## src/rtl/key_event.sv

```systemverilog
// key_event: classifies per-key press/release pulses into short, long and double-click events
//
// Ports:
//   clk_100   in   1   100 Hz key tick clock
//   rst_n     in   1   asynchronous active-low reset
//   down      in   4   per-key one-cycle press pulse from the edge detector
//   up        in   4   per-key one-cycle release pulse from the edge detector
//   short_p   out  4   short-press event, one-cycle pulse
//   long_p    out  4   long-press event, one-cycle pulse (repeats while held if KEY_REPEAT_EN)
//   dbl_p     out  4   double-click event, one-cycle pulse
//   held      out  4   level, key physically down as tracked by the channel FSM
//
// Build option: define KEY_REPEAT_EN to make long_p auto-repeat every
// REPEAT_TICKS cycles while a long press is held.
module key_event #(
    parameter int LONG_TICKS   = 100,
    parameter int DCLICK_TICKS = 30,
    parameter int REPEAT_TICKS = 20
) (
    input  logic       clk_100,
    input  logic       rst_n,
    input  logic [3:0] down,
    input  logic [3:0] up,
    output logic [3:0] short_p,
    output logic [3:0] long_p,
    output logic [3:0] dbl_p,
    output logic [3:0] held
);

    localparam int MAX_LD = (LONG_TICKS > DCLICK_TICKS) ? LONG_TICKS : DCLICK_TICKS;
    localparam int MAX_T  = (MAX_LD > REPEAT_TICKS) ? MAX_LD : REPEAT_TICKS;
    localparam int CW     = $clog2(MAX_T + 1);

    typedef enum logic [2:0] {IDLE, PRESS, LONG, WAIT2, SWALLOW} state_t;

    for (genvar i = 0; i < 4; i++) begin : g_ch
        state_t        state, state_nx;
        logic [CW-1:0] cnt, cnt_nx, cnt_inc;
        logic          dn, un;
        logic          s_q, l_q, d_q, h_q;
        logic          s_nx, l_nx, d_nx, h_nx;

        // A simultaneous press and release pulse is treated as noise on both.
        assign dn      = down[i] & ~up[i];
        assign un      = up[i] & ~down[i];
        assign cnt_inc = (cnt == '1) ? cnt : cnt + 1'b1;
        assign h_nx    = (state_nx == PRESS) || (state_nx == LONG) || (state_nx == SWALLOW);

        always_ff @(posedge clk_100 or negedge rst_n) begin
            if (!rst_n) begin
                state <= IDLE;
                cnt   <= '0;
                s_q   <= 1'b0;
                l_q   <= 1'b0;
                d_q   <= 1'b0;
                h_q   <= 1'b0;
            end else begin
                state <= state_nx;
                cnt   <= cnt_nx;
                s_q   <= s_nx;
                l_q   <= l_nx;
                d_q   <= d_nx;
                h_q   <= h_nx;
            end
        end

        always_comb begin
            state_nx = state;
            cnt_nx   = cnt;
            s_nx     = 1'b0;
            l_nx     = 1'b0;
            d_nx     = 1'b0;
            case (state)
                IDLE: begin
                    if (dn) begin
                        state_nx = PRESS;
                        cnt_nx   = '0;
                    end
                end
                PRESS: begin
                    // Release takes priority over the long threshold on the same edge.
                    if (un) begin
                        state_nx = WAIT2;
                        cnt_nx   = '0;
                    end else if (cnt == CW'(LONG_TICKS - 1)) begin
                        state_nx = LONG;
                        cnt_nx   = '0;
                        l_nx     = 1'b1;
                    end else begin
                        cnt_nx = cnt_inc;
                    end
                end
                LONG: begin
                    if (un) begin
                        state_nx = IDLE;
                        cnt_nx   = '0;
                    end
`ifdef KEY_REPEAT_EN
                    else if (cnt == CW'(REPEAT_TICKS - 1)) begin
                        cnt_nx = '0;
                        l_nx   = 1'b1;
                    end else begin
                        cnt_nx = cnt_inc;
                    end
`endif
                end
                WAIT2: begin
                    // A second press on the timeout edge still counts as a double click.
                    if (dn) begin
                        state_nx = SWALLOW;
                        cnt_nx   = '0;
                        d_nx     = 1'b1;
                    end else if (cnt == CW'(DCLICK_TICKS - 1)) begin
                        state_nx = IDLE;
                        cnt_nx   = '0;
                        s_nx     = 1'b1;
                    end else begin
                        cnt_nx = cnt_inc;
                    end
                end
                SWALLOW: begin
                    if (un) begin
                        state_nx = IDLE;
                        cnt_nx   = '0;
                    end
                end
                default: begin
                    state_nx = IDLE;
                    cnt_nx   = '0;
                end
            endcase
        end

        assign short_p[i] = s_q;
        assign long_p[i]  = l_q;
        assign dbl_p[i]   = d_q;
        assign held[i]    = h_q;
    end

endmodule

```

## config.mk

```make
export PLATFORM = sky130hd
export DESIGN_NAME = key_event
export DESIGN_NICKNAME = d
export VERILOG_FILES = /design/src/rtl/key_event.sv
export SDC_FILE = /design/constraint.sdc
export NUM_CORES = 1
export LEC_CHECK = 0
export CAP_MARGIN = 20
export CELL_PAD_IN_SITES_DETAIL_PLACEMENT = 1
export CELL_PAD_IN_SITES_GLOBAL_PLACEMENT = 2
export CORE_MARGIN = 2
export CORE_UTILIZATION = 36
export DETAILED_ROUTE_END_ITERATION = 6
export DONT_BUFFER_PORTS = 1
export GPL_TIMING_DRIVEN = 0
export HOLD_SLACK_MARGIN = 0.15
export PLACE_DENSITY = 0.76
export SKIP_CTS_REPAIR_TIMING = 1
export SLEW_MARGIN = 40
export SYNTH_ARGS = -nofsm -noshare
export SYNTH_HDL_FRONTEND = slang
export SYNTH_SLANG_ARGS = --single-unit
```

## constraint.sdc

```tcl
create_clock -name clk_100 -period 2.05 [get_ports clk_100]
set_clock_uncertainty 0.15 [all_clocks]
set_input_delay 0.3075 -clock clk_100 [delete_from_list [all_inputs] [get_ports clk_100]]
set_output_delay 0.3075 -clock clk_100 [all_outputs]
set_load 0.005 [all_outputs]
```

; ---- Word-level counts from Yosys, hierarchy flattened
; Index checks and enable logic that the tools add are counted.
[op_classes]
bitwise = 16
eq_ne = 48
n_mux = 92
add_sub_neg = 4
n_reduce_logical = 20
[ops]
columns = cell, n
row1 = $mux 7, 28
row2 = $pmux 7 s4, 4
row3 = $mux 3, 24
row4 = $eq 7x7->1 const B, 8
row5 = $pmux 3 s4, 4
row6 = $eq 3x2->1 const B, 12
row7 = $mux 1, 32
row8 = $add 7x1->7 const B, 4
row9 = $eq 7x5->1 const B, 4
row10 = $eq 3x1->1 const B, 8
row11 = $eq 3x3->1 const B, 8
row12 = $logic_not 3->1, 4
row13 = $and 1x1->1, 8
row14 = $logic_or 1x1->1, 8
row15 = $ne 2x1->1 const B, 4
row16 = $ne 2x2->1 const B, 4
row17 = $not 1->1, 8
row18 = $reduce_and 2->1, 4
row19 = $reduce_or 2->1, 4
[word_totals]
in_bits = 10
register_bits = 56
out_inout_bits = 16

; ---- Longest topological paths before layout
[logic_depth]
word_depth = 7
depth_mapped = 6
mapped_depth_nobuf = 6

; ---- Least setup slack after synthesis
; No wires, ideal clock.
[synth_path]
kind = reg2reg
startpoint = register g_ch[0].state[1]
endpoint = register g_ch[0].cnt[2]
t_required_ns = 1.826
setup_ns = 0.074
period_less_slack_ns = 1.968
path_stages_with_launch = 6
slack_ns = 0.082
path_buffers = 1
arrival_ns = 1.745
path_cell_list = dfrtp_1 -> or4b_1 -> o211a_1 -> buf_6 -> or4_4 -> a21oi_2
[synth_between]
elab_chain_len = 4
elab_cells_between_ends = 10
[synth_rtl]
columns = item, line
row1 = start: declaration, 37  ; state_t state, state_nx;
row2 = start signal: assignment, 58  ; state <= state_nx;
row3 = $eq 3x3->1 or $eq 3x2->1 (tied branches), 73  ; case (state)
row4 = $reduce_or 2->1 (no line), n/a
row5 = $ne 2x1->1 (no line), n/a
row6 = $reduce_and 2->1 (no line), n/a
row7 = end signal: assignment, 59  ; cnt <= cnt_nx;
row8 = end: declaration, 38  ; logic [CW-1:0] cnt, cnt_nx, cnt_inc;
; Parallel ways exist; a longest one is shown, timed or not.
; A chain may end at the register's enable or synchronous reset.

; ---- Worst setup path in the final report
; Ends and elaborated chain as after synthesis.

==> results.json <==
{
  "outcome": "finished, violations left",
  "violations": "negative setup slack",
  "worstSetupPathType": "flop to flop",
  "die_area_um2": 10800,
  "drtIter0Drc": 64,
  "numCtsBuffers": 5,
  "grt_pass1_wl_mm": 14.9,
  "synth_cells": 403,
  "final-seq-area_um2": 1410,
  "dr.pass1.iters": 4,
  "cp_max_fo": 5,
  "io_buffers": 0,
  "setup_violations": 1,
  "power_density_nw_per_um2": 1080,
  "htreeDepth": 2,
  "rsz0062_at_grt": "true",
  "layout.nets": 448,
  "clkLatencyLatePin_ns": 0.33,
  "crit_required_ns": 2.15,
  "hold_path.class": "input pin to flop",
  "synth_cell_type_count": 53,
  "drc": 0,
  "irDropWorstVdd_mv": 0.386,
  "hpwl_mm": 5.98,
  "antenna_found_initial": 0,
  "initial_utilization_pct": 36.8,
  "cts_tree": "yes",
  "avgSynthCellArea_um2": 8.89,
  "syn_area_um2": 3580,
  "num_vias": 3166,
  "synthArstFlopShare_pct": 100,
  "diodes": 0,
  "synth_nets": 421,
  "fp.dieW_um": 104,
  "fin_hold_ws_ns": 0.117,
  "worstHoldPathCells": 3,
  "clock-root-buffer": "clkbuf_8",
  "io_pins": 26,
  "die_h_um": 104,
  "yosys_warnings": 0,
  "final_util_pct": 44.1,
  "via_per_inst": 5.61,
  "ctsLongestPathBuffers": 2,
  "leakage_nw": 1.74,
  "startpoint_type": "flop",
  "overflow": 0,
  "worstPathArrival_ns": 2.15,
  "end_kind": "flop",
  "syn_to_final_growth_pct": 19.6,
  "stdcell_area_um2": 4290,
  "cts_sinks": 56,
  "detail-route-antenna-nets": 0,
  "drt_wl_total_mm": 9.32,
  "first_global_vias": 3088,
  "core_um2": 9730,
  "wl_per_cell_um": 16.5,
  "tightest_slew_ns": 0.472,
  "hold_violations": 0,
  "drive_gt1_share_pct": 22.3,
  "max_freq_ghz": 0.487,
  "place.gp.congestion": 0.769,
  "setup_ws_ns": -0.00174,
  "min_period_ns": 2.05,
  "grt_start_max_net_pins": 57,
  "synth_edf_count": 0,
  "cts.clk_slew.worst_paths_ns": 0.10,
  "fill_cells": 1142,
  "cap_violations": 0,
  "r2r_cells": 5,
  "dpl-instance-area_um2": 3750,
  "slew_headroom_pct": 68.6,
  "ys_seq_area_share_pct": 39.1,
  "multi_input_area_um2": 2070,
  "fp-row-count": 36,
  "synthFlopType": "dfrtp_1",
  "ys_ff_latch": 56,
  "grtUsageTotal_pct": 16.2,
  "slew_viol_final": 0,
  "min_period_over_period_pct": 100
}
## placed cells by master (no fill, tap or decap), types with 4 or more instances in the layout
cell | netlist | final
dlygate4sd3_1 | 0 | 9
and3_1 | 11 | 9
a41oi_1 | 4 | 4
nor3_1 | 11 | 11
buf_4 | 16 | 32
o21bai_1 | 4 | 4
ha_1 | 8 | 5
o2bb2ai_1 | 4 | 4
a211oi_1 | 7 | 7
nand2_1 | 29 | 29
or3_1 | 13 | 13
a22oi_1 | 7 | 7
clkbuf_1 | 19 | 7
nand2b_1 | 7 | 7
dfrtp_2 | 0 | 5
clkbuf_2 | 0 | 7
o211ai_1 | 12 | 12
nor2_1 | 22 | 22
clkbuf_8 | 0 | 5
nand3_1 | 6 | 6
o31ai_1 | 10 | 10
o221ai_1 | 5 | 5
o21ai_0 | 16 | 16
a21oi_2 | 3 | 4
and2_1 | 10 | 7
dfrtp_1 | 56 | 51
inv_1 | 17 | 17
a21oi_1 | 34 | 33
nor2b_1 | 9 | 8
## worst max-delay path: stages, from the launching register on
cell     delay, ns
dfrtp_1       0.40
or4b_4        0.53
o211a_4       0.17
buf_6         0.13
or4_4         0.48
a21oi_2       0.13
## metal layers
layer	track usage, %	up-vias	wire (um)
met4	3.76	0	105
met5	0	-	0
met1	22.4	1596	4450
met3	2.20	8	171
li1	-	1533	-
met2	27.0	29	4590
## power breakdown
| part | switching, mW | internal [mW] | total (mW) |
|---|---|---|---|
| Clock | 0.423 | 0.253 | 0.675 |
| Sequential | 0.238 | 1.33 | 1.57 |
| Combinational | 1.34 | 1.04 | 2.38 |
| Total | 2.00 | 2.62 | 4.63 |
## cells in the mapped netlist (all sizes together), types with 4 or more instances
library cell / n / area, um2
o211ai: 12 / 90.1
nor3: 11 / 55.1
and3: 11 / 68.8
o21bai: 4 / 30.0
a41oi: 4 / 35.0
o21ai: 17 / 85.1
inv: 17 / 63.8
clkbuf: 19 / 71.3
nor2: 22 / 82.6
nand3: 6 / 30.0
or4b: 4 / 40.0
nor3b: 4 / 30.0
o2bb2ai: 4 / 35.0
a21oi: 37 / 196
and2: 10 / 62.6
a22oi: 7 / 52.6
ha: 8 / 100
buf: 23 / 169
a311oi: 4 / 41.3
or3: 13 / 81.3
dfrtp: 56 / 1400
a211oi: 10 / 90.1
nand2: 29 / 109
o221ai: 5 / 43.8
o31ai: 10 / 75.1
nor2b: 9 / 56.3
nand2b: 7 / 43.8
or4: 6 / 56.3
## sequential cells by signal, indices dropped and copies added, names as in the netlist
name and count:
g_ch.h_q 4, g_ch.cnt 28, g_ch.state 12, g_ch.l_q 4
g_ch.s_q 4, g_ch.d_q 4
## through the flow
stage	power, mW	setup TNS, ns	worst slack (ns)	cells
after floorplan	2.99	0	0.0816	403
after global placement	3.40	-1.77	-0.132	536
after detailed placement	3.47	-2.38	-0.184	536
after CTS	4.16	-3.11	-0.225	544
after global routing	5.01	-0.380	-0.0558	564
final	4.63	-0.00174	-0.00174	564
## cell families (layout without fill, tap and decap cells)
| kind of cell | count (synthesis) | after routing | share of synthesized area (%) |
|---|---|---|---|
| simple gates | 150 | 150 | 24.0 |
| fa+ha+maj | 8 | 8 | 2.79 |
| buf+inv | 59 | 86 | 8.48 |
| compound gates | 130 | 131 | 25.6 |
| flops | 56 | 56 | 39.1 |
## cell type report
class,instances,share of cell area (%)
multi-input combinational,289,48.4
sequential,56,32.8
clock buffer,5,1.61
inverter,17,1.49
clock inverter,3,0.642
tap,133,3.88
timing repair buffer,28,6.13
buffer,33,5.02
## worst paths after layout
kind | startpoint | end | slack [ns]
setup / recovery | g_ch[0].state[1] | g_ch[0].cnt[2] | -0.002
setup reg to reg | g_ch[0].state[1] | g_ch[0].cnt[2] | -0.002
hold reg to reg | g_ch[1].state[2] | g_ch[1].state[1] | 0.41
hold / removal | down[0] | g_ch[0].state[1] | 0.12
max in group asynchronous | rst_n | g_ch[0].cnt[0] | 1.08
min in group asynchronous | rst_n | g_ch[3].d_q | 0.38
(Power assumes the default switching activity.)
